<file path="src/rtl/readback_pkg.sv">
// Shared types and helpers for the register readback path.
// Holds the FSM encoding, frame length and parity helper.
package readback_pkg;

    typedef enum logic [1:0] {
        IDLE   = 2'd0,
        SHIFT  = 2'd1,
        PARITY = 2'd2,
        DONE   = 2'd3
    } state_t;

    localparam int unsigned DEF_N     = 8;
    localparam int unsigned FRAME_LEN = DEF_N + 1;

    function automatic int unsigned frame_len(input int unsigned n);
        return n + 1;
    endfunction

    // Even parity: the extra bit makes the total count of ones even.
    // Words narrower than 64 bits are zero-extended by the caller.
    function automatic logic even_parity(input logic [63:0] w);
        return ^w;
    endfunction

endpackage

</file>
<file path="src/rtl/reg_readback_tx_if.sv">
// Request/readback bundle between the register bank and the
// serial readback transmitter.
interface reg_readback_tx_if #(
    parameter int N = 8,
    parameter int M = 4,
    parameter int A = 2
);
    logic           rd_req;
    logic [A-1:0]   rd_addr;
    logic [M*N-1:0] regs_flat;
    logic           busy;
    logic           sdo;
    logic           sframe;
    logic           done;
    logic           err;

    modport master (
        output rd_req, rd_addr, regs_flat,
        input  busy, sdo, sframe, done, err
    );

    modport slave (
        input  rd_req, rd_addr, regs_flat,
        output busy, sdo, sframe, done, err
    );
endinterface

</file>
<file path="src/rtl/reg_readback_tx_piso.sv">
// Parallel-in serial-out shift register, MSB first.
// Load wins over shift; msb is the bit that would go out next.
module piso_shift #(
    parameter int N = 8
) (
    input  logic         clk,
    input  logic         clr,
    input  logic         load,
    input  logic         shift,
    input  logic [N-1:0] din,
    output logic         msb
);
    logic [N-1:0] sr;

    // Load a new word or shift the held word left by one.
    always_ff @(posedge clk or posedge clr) begin
        if (clr) begin
            sr <= '0;
        end else if (load) begin
            sr <= din;
        end else if (shift) begin
            sr <= {sr[N-2:0], 1'b0};
        end
    end

    assign msb = sr[N-1];
endmodule

</file>
<file path="src/rtl/reg_readback_tx.sv">
// Serial readback of one register word: N data bits MSB-first
// followed by an even-parity bit, one request at a time.
module reg_readback_tx
    import readback_pkg::*;
#(
    parameter int N = 8,
    parameter int M = 4,
    parameter int A = 2
) (
    input  logic          clk,
    input  logic          clr,
    reg_readback_tx_if.slave bus
);
    localparam int CW = $clog2(N);
    localparam logic [CW-1:0] LAST = CW'(N - 1);

    state_t        state, state_d;
    logic [CW-1:0] cnt, cnt_d;
    logic          par, par_d;

    logic busy_q, sdo_q, sframe_q, done_q, err_q;
    logic busy_d, sdo_d, sframe_d, done_d, err_d;

    logic         load, shift, sr_msb;
    logic [N-1:0] w_sel;
    logic         in_range;

    // Pick the addressed word; anything at or beyond M is invalid.
    always_comb begin
        w_sel    = '0;
        in_range = 1'b0;
        for (int i = 0; i < M; i++) begin
            if (bus.rd_addr == A'(i)) begin
                w_sel    = bus.regs_flat[i*N +: N];
                in_range = 1'b1;
            end
        end
    end

    // The MSB goes straight to sdo on capture, so the shifter is
    // loaded already advanced by one bit.
    piso_shift #(.N(N)) u_piso (
        .clk   (clk),
        .clr   (clr),
        .load  (load),
        .shift (shift),
        .din   ({w_sel[N-2:0], 1'b0}),
        .msb   (sr_msb)
    );

    // Next-state and next-output decode.
    always_comb begin
        state_d  = state;
        cnt_d    = cnt;
        par_d    = par;
        busy_d   = 1'b0;
        sdo_d    = 1'b0;
        sframe_d = 1'b0;
        done_d   = 1'b0;
        err_d    = 1'b0;
        load     = 1'b0;
        shift    = 1'b0;
        unique case (state)
            IDLE: begin
                if (bus.rd_req) begin
                    if (in_range) begin
                        load     = 1'b1;
                        par_d    = even_parity(64'(w_sel));
                        sdo_d    = w_sel[N-1];
                        sframe_d = 1'b1;
                        busy_d   = 1'b1;
                        cnt_d    = '0;
                        state_d  = SHIFT;
                    end else begin
                        err_d = 1'b1;
                    end
                end
            end
            SHIFT: begin
                busy_d   = 1'b1;
                sframe_d = 1'b1;
                if (cnt == LAST) begin
                    sdo_d   = par;
                    state_d = PARITY;
                end else begin
                    sdo_d = sr_msb;
                    shift = 1'b1;
                    cnt_d = cnt + 1'b1;
                end
            end
            PARITY: begin
                done_d  = 1'b1;
                state_d = DONE;
            end
            DONE: begin
                state_d = IDLE;
            end
            default: state_d = IDLE;
        endcase
    end

    // State, counter, parity and registered outputs.
    always_ff @(posedge clk or posedge clr) begin
        if (clr) begin
            state    <= IDLE;
            cnt      <= '0;
            par      <= 1'b0;
            busy_q   <= 1'b0;
            sdo_q    <= 1'b0;
            sframe_q <= 1'b0;
            done_q   <= 1'b0;
            err_q    <= 1'b0;
        end else begin
            state    <= state_d;
            cnt      <= cnt_d;
            par      <= par_d;
            busy_q   <= busy_d;
            sdo_q    <= sdo_d;
            sframe_q <= sframe_d;
            done_q   <= done_d;
            err_q    <= err_d;
        end
    end

    assign bus.busy   = busy_q;
    assign bus.sdo    = sdo_q;
    assign bus.sframe = sframe_q;
    assign bus.done   = done_q;
    assign bus.err    = err_q;
endmodule

</file>
<file path="src/flat_wrapper.sv">
// flat-port wrapper written by rule: the top's interface ports become plain ports
module reg_readback_tx_flat import readback_pkg::*;
#(
    parameter int N = 8,
    parameter int M = 4,
    parameter int A = 2
)
  (clk, clr, bus_rd_req, bus_rd_addr, bus_regs_flat, bus_busy, bus_sdo, bus_sframe, bus_done, bus_err);
  reg_readback_tx_if #(.N(N), .M(M), .A(A)) bus_i ();
  input  logic clk;
  input  logic clr;
  input wire logic [$bits(bus_i.rd_req)-1:0] bus_rd_req;
  input wire logic [$bits(bus_i.rd_addr)-1:0] bus_rd_addr;
  input wire logic [$bits(bus_i.regs_flat)-1:0] bus_regs_flat;
  output wire logic [$bits(bus_i.busy)-1:0] bus_busy;
  output wire logic [$bits(bus_i.sdo)-1:0] bus_sdo;
  output wire logic [$bits(bus_i.sframe)-1:0] bus_sframe;
  output wire logic [$bits(bus_i.done)-1:0] bus_done;
  output wire logic [$bits(bus_i.err)-1:0] bus_err;
  assign bus_i.rd_req = bus_rd_req;
  assign bus_i.rd_addr = bus_rd_addr;
  assign bus_i.regs_flat = bus_regs_flat;
  assign bus_busy = bus_i.busy;
  assign bus_sdo = bus_i.sdo;
  assign bus_sframe = bus_i.sframe;
  assign bus_done = bus_i.done;
  assign bus_err = bus_i.err;
  reg_readback_tx #(.N(N), .M(M), .A(A)) u_core (.clk(clk), .clr(clr), .bus(bus_i));
endmodule
</file>
<file path="config.mk">
export PLATFORM = sky130hd
export DESIGN_NAME = reg_readback_tx_flat
export DESIGN_NICKNAME = d
export VERILOG_FILES = /design/src/rtl/readback_pkg.sv /design/src/rtl/reg_readback_tx_if.sv /design/src/rtl/reg_readback_tx_piso.sv /design/src/rtl/reg_readback_tx.sv /design/src/flat_wrapper.sv
export SDC_FILE = /design/constraint.sdc
export NUM_CORES = 1
export LEC_CHECK = 0
export ABC_AREA = 1
export ABC_CLOCK_PERIOD_IN_PS = 2610
export BUFFER_PORTS_ARGS = -buffer_cell sky130_fd_sc_hd__clkbuf_2
export CORE_MARGIN = 1
export CORE_UTILIZATION = 52
export CTS_BUF_LIST = sky130_fd_sc_hd__clkbuf_8 sky130_fd_sc_hd__clkbuf_16
export DETAILED_ROUTE_END_ITERATION = 12
export PLACE_DENSITY = 0.87
export SETUP_SLACK_MARGIN = 0.4
export SYNTH_ARGS = -nofsm -noshare
export SYNTH_HDL_FRONTEND = slang
export SYNTH_HIERARCHICAL = 1
export SYNTH_SLANG_ARGS = --single-unit
</file>
<file path="constraint.sdc">
create_clock -name clk -period 2.61 [get_ports clk]
set_clock_uncertainty 0.15 [all_clocks]
set_input_delay 0.3915 -clock clk [delete_from_list [all_inputs] [get_ports clk]]
set_output_delay 0.3915 -clock clk [all_outputs]
set_load 0.05 [all_outputs]
</file>
==> results.md, run 1 <==
- Most frequent CP cell: ha_1
- Final setup fails: 0
- Kind of critical path: reg -> reg
- Pwr Density: 801 nW/µm²
- Number of global-route vias before repair: roughly 1200
- Cell variety after synth: 25
- Critical path endpoint category: flip-flop
- DIE HEIGHT: between 50 and 60 µm
- Share of cells above drive strength 1: between 20% and 30%
- Die ar.: between 2000 and 3000 µm²
- Startpoint Class: flip-flop
- First-pass GRT wire length: 5060 µm
- Adder-Cell Fraction of Synth Area: approximately 4.6%
- Hold path depth: 3
- Clk sink count: 18
- First-iteration detailed-routing DRC count: 26
- Post-synthesis compound-gate area fraction: roughly 7%
- Layout overhead on the synthesized area: 19.7%
- Simple-gate share of the synthesized area: 44.3%
- Starting Density: roughly 55%
- Worst Path Arrival: 1.90 ns
- HP Class: in -> reg
- Setup TNS: 0 ns
- Critical path fanouts, max: 9
- Outcome: complete, no violations
- Final min period: around 1.9 ns
- Yosys reg bits: 18
- Hold Path Origin: bus_rd_req
- Clock power frac: between 10% and 20%
- Post-synthesis xor/xnor area fraction: 0%
- Wire length per cell: between 10 and 15 µm
- Number of port buffers: slightly above 40
- R2R Path Start: u_core/cnt[0]
- Proportion of synthesized flip-flops having asynchronous set or reset: 100%
- Gate Count Post-Synth: about 200
- Comb pwr share: 47.9%
- Vias: between 1000 and 1500
- Sw frac: around 43%
- Max Cap Violations: 0
- Clock latency on the worst-skew pair: about 0.26 ns
- Pin count of the biggest net entering global routing: 12
- Sequential power share: around a third
- Final worst-path cycle share: 73.2%
- H-Tree Depth: 1
- Reg clk slew, reported paths: approximately 0.070 ns
- Main flop type after synthesis: dfrtp_1
- Sequential-to-total area share from yosys stat: between 30% and 40%
- P_int: about 0.74 mW
- RSZ-0062 raised after global routing: false
- Lkg Pwr: approximately 0.98 nW
- Core area: between 2000 and 2500 µm²
- Yosys warning total: 6
- Mux cell area share after synthesis: 0%
- Worst vdd ir: 567 µV
- GRT Total Usage: between 20% and 30%
- Residual DRC count: 0
- Gr ovfl total: 0
- Gpl congestion: about 0.8
- Final net count: 288
- Main combinational cell family by area after synthesis: simple AND/OR/NAND/NOR gates
- Vias per inst: 5.01
- CP Cell Sequence: ha_1, ha_1, nor2_1, buf_4, nor2_8, nand2_1, nand3_1
- 1st-pass router iterations: 4
- Max stage delay on crit path: about 0.40 ns
- Initial antenna violation count: 0
- IO Count: 42
- Post-route ant nets: 0
- Fin. Hold Viols: 0
- Final Max Slew Viols: 0
- Deepest clock path buffer count: 2
- CTS tree: built
- Avg Inst Size Synth: between 6 and 7 µm²
- WP data required: ~2.6 ns
- Final wirelength: a little under 3000 µm
- Synthesized area: roughly 1400 µm²
- N_diodes: 0
- CTS Buf Count: 3
- Clk Tree Root Cell: clkbuf_8
- Crit-path slowest cell: dfrtp_1
- R2r worst-path depth: 7
- Crit path launch: u_core/cnt[0]
- Post-synth EDFFs: 0
- Fmax: approximately 0.52 GHz
- Switching Power: ~0.57 mW
- Power Total: between 1 and 1.5 mW
- Row Count: 18
- DP Wirelength: 2370 µm
- Die width: roughly 53 µm
==> worst max-delay path, delay by kind of cell (launching register included) <==
kind | cells | cell delay, ns
AND/OR/NAND/NOR | 4 | 0.54
flip-flops | 1 | 0.40
buffers and inverters | 1 | 0.26
adder cells (fa/ha/maj) | 2 | 0.43
==> routing by layer <==
layer / wire length [µm] / vias up / track usage [%]
li1: - / 721 / -
met1: 1270 / 595 / 30.0
met2: 1400 / 58 / 43.1
met3: 184 / 5 / 3.16
met4: 47 / 0 / 9.65
met5: 0 / - / 0
==> final cells by class <==
class,count,area [µm²]
sequential,18,450
clock buffer,4,55.1
multi-input combinational,153,772
inverter,27,101
tap,30,37.5
fill,230,838
timing repair buffer,43,223
==> sequential cells by signal (all words and copies together), names as in the netlist <==
signal and flops:
u_core/bus.sframe 1, u_core/state 2, u_core/par 1, u_core/u_piso/sr 8
u_core/bus.done 1, u_core/bus.err 1, u_core/cnt 3, u_core/bus.sdo 1
==> placed cells by master (no fill, tap or decap), types with 3 or more instances in the layout <==
cell,count
nor2_1,13
o21ai_0,8
dfrtp_1,18
nand2_2,6
ha_1,5
nand3_1,28
nand2_1,72
inv_2,3
inv_1,24
clkbuf_8,4
a21oi_1,4
clkbuf_2,41
==> kinds of logic (layout without fill, tap and decap cells) <==
logic type               Yosys count  count (layout)
adder cells (fa/ha/maj)            5               5
flip-flops                        18              18
other                              1               2
AO/OA/AOI/OAI                     16              16
buffers and inverters             32              74
AND/OR/NAND/NOR                  130             130
==> power groups by stage <==
stage | Sequential (mW) | Combinational (mW) | Clock [mW]
3_5_place_dp | 0.455 | 0.625 | 0
3_3_place_gp | 0.450 | 0.607 | 0
6_report | 0.451 | 0.630 | 0.233
2_1_floorplan | 0.510 | 0.447 | 0
4_1_cts | 0.450 | 0.634 | 0.235
5_1_grt | 0.467 | 0.713 | 0.251
==> through the flow <==
step                instances  area (µm²)  setup slack (ns)  util (%)  hold slack [ns]
detailed placement        270        1570             0.499      63.5            0.192
finish                    275        1640             0.701      66.2            0.274
global placement          270        1570             0.586      63.5            0.191
CTS                       275        1640             0.718      66.2            0.267
global route              275        1640             0.559      66.2            0.296
floorplan                 203        1370             0.963         -           0.0572
==> final timing paths <==
check                                      end  slack, ns
max in group asynchronous       u_core/bus.err       1.52
setup reg to reg           u_core/u_piso/sr[5]       0.70
min in group asynchronous  u_core/u_piso/sr[7]       0.46
hold / removal               u_core/bus.sframe       0.27
hold reg to reg            u_core/u_piso/sr[0]       0.33
setup / recovery           u_core/u_piso/sr[5]       0.70
==> cell usage after synthesis (2+ instances only) <==
| library cell | instances | area share [%] |
|---|---|---|
| nor2_1 | 13 | 3.6 |
| or2_0 | 2 | 0.91 |
| dfrtp_1 | 18 | 33 |
| a21oi_1 | 4 | 1.5 |
| nand3_1 | 28 | 10 |
| inv_2 | 3 | 0.82 |
| a32o_1 | 2 | 1.5 |
| ha_1 | 5 | 4.6 |
| buf_4 | 2 | 1.1 |
| nand2_2 | 6 | 2.7 |
| nor2_2 | 2 | 0.91 |
| buf_6 | 3 | 2.5 |
| nand2_1 | 72 | 20 |
| o21ai_0 | 8 | 2.9 |
| inv_1 | 24 | 6.6 |
==> what timing repair did <==
| action | CTS | global route |
|---|---|---|
| hold buffers | 1 | 0 |
| hold endpoints to repair | 18 | 0 |
| gates resized for setup | 0 | 0 |
| buffers inserted | 0 | 0 |
Note: power is estimated with default switching activity, not from simulation.
==> run 2: changes to the inputs <==
--- a/config.mk
+++ b/config.mk
@@ -6,13 +6,13 @@
 export NUM_CORES = 1
 export LEC_CHECK = 0
 export ABC_AREA = 1
-export ABC_CLOCK_PERIOD_IN_PS = 2610
+export ABC_CLOCK_PERIOD_IN_PS = 1900
 export BUFFER_PORTS_ARGS = -buffer_cell sky130_fd_sc_hd__clkbuf_2
 export CORE_MARGIN = 1
-export CORE_UTILIZATION = 52
+export CORE_UTILIZATION = 51
 export CTS_BUF_LIST = sky130_fd_sc_hd__clkbuf_8 sky130_fd_sc_hd__clkbuf_16
 export DETAILED_ROUTE_END_ITERATION = 12
-export PLACE_DENSITY = 0.87
+export PLACE_DENSITY = 0.85
 export SETUP_SLACK_MARGIN = 0.4
 export SYNTH_ARGS = -nofsm -noshare
 export SYNTH_HDL_FRONTEND = slang
==> constraint.sdc (replaced) <==
create_clock -name clk -period 1.9 [get_ports clk]
set_clock_uncertainty 0.15 [all_clocks]
set_input_delay 0.285 -clock clk [delete_from_list [all_inputs] [get_ports clk]]
set_output_delay 0.285 -clock clk [all_outputs]
set_load 0.05 [all_outputs]
==> run 2 against run 1 <==
  * Routed wire length rose by 27%
  * Highest routed layer unchanged
  * Critical path depth fell by 2
  * Power rose by 67%
  * Hold slack got worse by 0.042 ns
  * Cell count rose by 5.1%
  * Core utilization rose by 9.8 points
  * Combinational power rose by 95%
  * Flip-flop and latch count did not move
  * Die area rose by 1.9%
  * Via count rose by 9.9%
==> results.md, run 2 (synthesized netlist as in run 1, its figures left out) <==
- Final setup fails: 0 (unchanged)
- HP Class: in -> reg
- Reg2reg setup slack: 0.31 ns (-0.39 ns)
- Number of global-route vias before repair: 1316 (+6.9%)
- Worst Path Arrival: 1.58 ns (-0.32 ns)
- Crit path launch: u_core/cnt[0]
- RSZ-0062 raised after global routing: true
- Final wirelength: 3690 µm (+27%)
- Vias per inst: 5.24 (+4.5%)
- Post-layout util: 75.9% (+9.8 points)
- Gpl congestion: 0.826 (+4.6%)
- Final Instance Count excl. Fillers: 289 (+5.1%)
- Fmax: 0.630 GHz (+20%)
- Post-route ant nets: 0 (unchanged)
- Max Cap Violations: 0 (unchanged)
- Kind of critical path: reg -> reg
- Worst vdd ir: 1040 µV (+83%)
- Pin count of the biggest net entering global routing: 11 (-1)
- Critical path fanouts, max: 3 (-6)
- R2R Path End: u_core/cnt[1]
- Residual DRC count: 0 (unchanged)
- Hold Path Origin: bus_rd_req
- Setup crit end: u_core/cnt[1]
- Clk Tree Root Cell: clkbuf_8
- Worst hold slack: 0.232 ns (-0.0423 ns)
- Layout overhead on the synthesized area: 38.7%
- N_diodes: 0 (unchanged)
- Wire length per cell: 12.8 µm (+21%)
- DP Wirelength: 2400 µm (+1.1%)
- Filler cell count: 177 (-23%)
- Final Max Slew Viols: 0 (unchanged)
- Deepest clock path buffer count: 2 (unchanged)
- Clk sink count: 18 (unchanged)
- Pwr Density: 1160 nW/µm² (+44%)
- IO Count: 42 (unchanged)
- 1st-pass router iterations: 4 (unchanged)
- Number of port buffers: 41 (unchanged)
- R2r worst-path depth: 5 (-2)
- Final net count: 302 (+4.9%)
- Critical path endpoint category: flip-flop
- Commonest non-fill, non-tap cells in the layout: 63 x nand2_1, 40 x clkbuf_2, 27 x nand3_1, 18 x dfrtp_1
- Initial antenna violation count: 0 (unchanged)
- Reg clk slew, reported paths: 0.07 ns (about the same)
- Share of cells above drive strength 1: 40.9% (+16 points)
- DIE HEIGHT: 53.8 µm (+0.94%)
- GRT Total Usage: 25.5% (+0.83 points)
- Starting Density: 54.8% (-0.50 points)
- R2R Path Start: u_core/cnt[0]
- Vias: 1515 (+9.9%)
- Row Count: 18 (unchanged)
- Max FFs per register: 8 (unchanged)
- Fin. Hold Viols: 0 (unchanged)
- Core area: 2500 µm² (+0.91%)
- Commonest non-fill, non-tap cell in the layout: nand2_1
- Final worst-path cycle share: 83.6% (+10 points)
- Die width: 53.8 µm (+0.94%)
- First-iteration detailed-routing DRC count: 59 (+130%)
- Startpoint Class: flip-flop
- Outcome: complete, no violations
- H-Tree Depth: 1 (unchanged)
- Clock latency on the worst-skew pair: 0.25 ns (about the same)
- Setup TNS: 0 ns (unchanged)
- Lkg Pwr: 1.06 nW (+8.0%)
- CTS Buf Count: 3 (unchanged)
- Biggest register: u_core/u_piso/sr
- First-pass GRT wire length: 5300 µm (+4.8%)
- Die ar.: 2890 µm² (+1.9%)
- Gr ovfl total: 0 (unchanged)
- Top Registers: u_core/u_piso/sr: 8 flops, u_core/cnt: 3 flops, u_core/state: 2 flops
- Final min period: 1.59 ns (-0.321 ns)
- Placed Cells: 272 (+0.74%)
- CTS tree: built
- WP data required: 1.89 ns (-0.71 ns)
## run 2: power by group
group / total [mW] / leakage [nW] / internal (mW) / switching (mW)
Combinational: 1.23 / 0.801 / 0.506 / 0.723
Sequential: 0.656 / 0.229 / 0.541 / 0.114
Clock: 0.312 / 0.0288 / 0.184 / 0.128
## run 2: metal layers
| metal | wire length (µm) | track usage, % | share of wire [%] |
|---|---|---|---|
| met1 | 1460 | 30.2 | 40 |
| met2 | 1940 | 45.3 | 53 |
| met3 | 236 | 4.24 | 6.4 |
| met4 | 49 | 9.65 | 1.3 |
| met5 | 0 | 0 | 0 |
## run 2: per-stage QoR
stage | area, µm² | setup WS [ns] | power [mW]
4_1_cts | 1730 | 0.410 | 1.93
6_report | 1900 | 0.312 | 2.20
3_3_place_gp | 1600 | 0.173 | 1.46
2_1_floorplan | 1380 | 0.411 | 1.34
3_5_place_dp | 1600 | 0.104 | 1.50
5_1_grt | 1900 | 0.258 | 2.33
## run 2: how the worst min path moves through the flow
stage                          endpoint  slack [ns]  cells past startpoint
finish                   u_core/bus.sdo        0.23                      3
global route             u_core/bus.sdo        0.23                      3
CTS                   u_core/bus.sframe        0.19                      3
detailed placement  u_core/u_piso/sr[7]        0.08                      2
global placement    u_core/u_piso/sr[7]        0.08                      2
floorplan           u_core/u_piso/sr[0]       -0.05                      1
## run 2: layout make-up
cell class	instances	area, µm²	share of cell area, %
repair buffers	57	354	18.7
multi-input cells	153	895	47.1
flip-flops and latches	18	450	23.7
well taps	30	37.5	1.98
inverters	27	106	5.60
clock buffers	4	55.1	2.90
## run 2: critical path, cell delays in order (launching register included)
cell and delay, ns:
dfrtp_1 0.43, ha_4 0.19, ha_4 0.18, nand2_2 0.07
o211ai_1 0.16, a32o_2 0.28
## run 2: what timing repair did
action,CTS,global route
resized for setup,10,38
hold buffers,1,0
endpoints found under the hold margin,18,0
buffers inserted,4,8
setup endpoints to repair,15,15
gates cloned,0,0
pin swaps,1,21
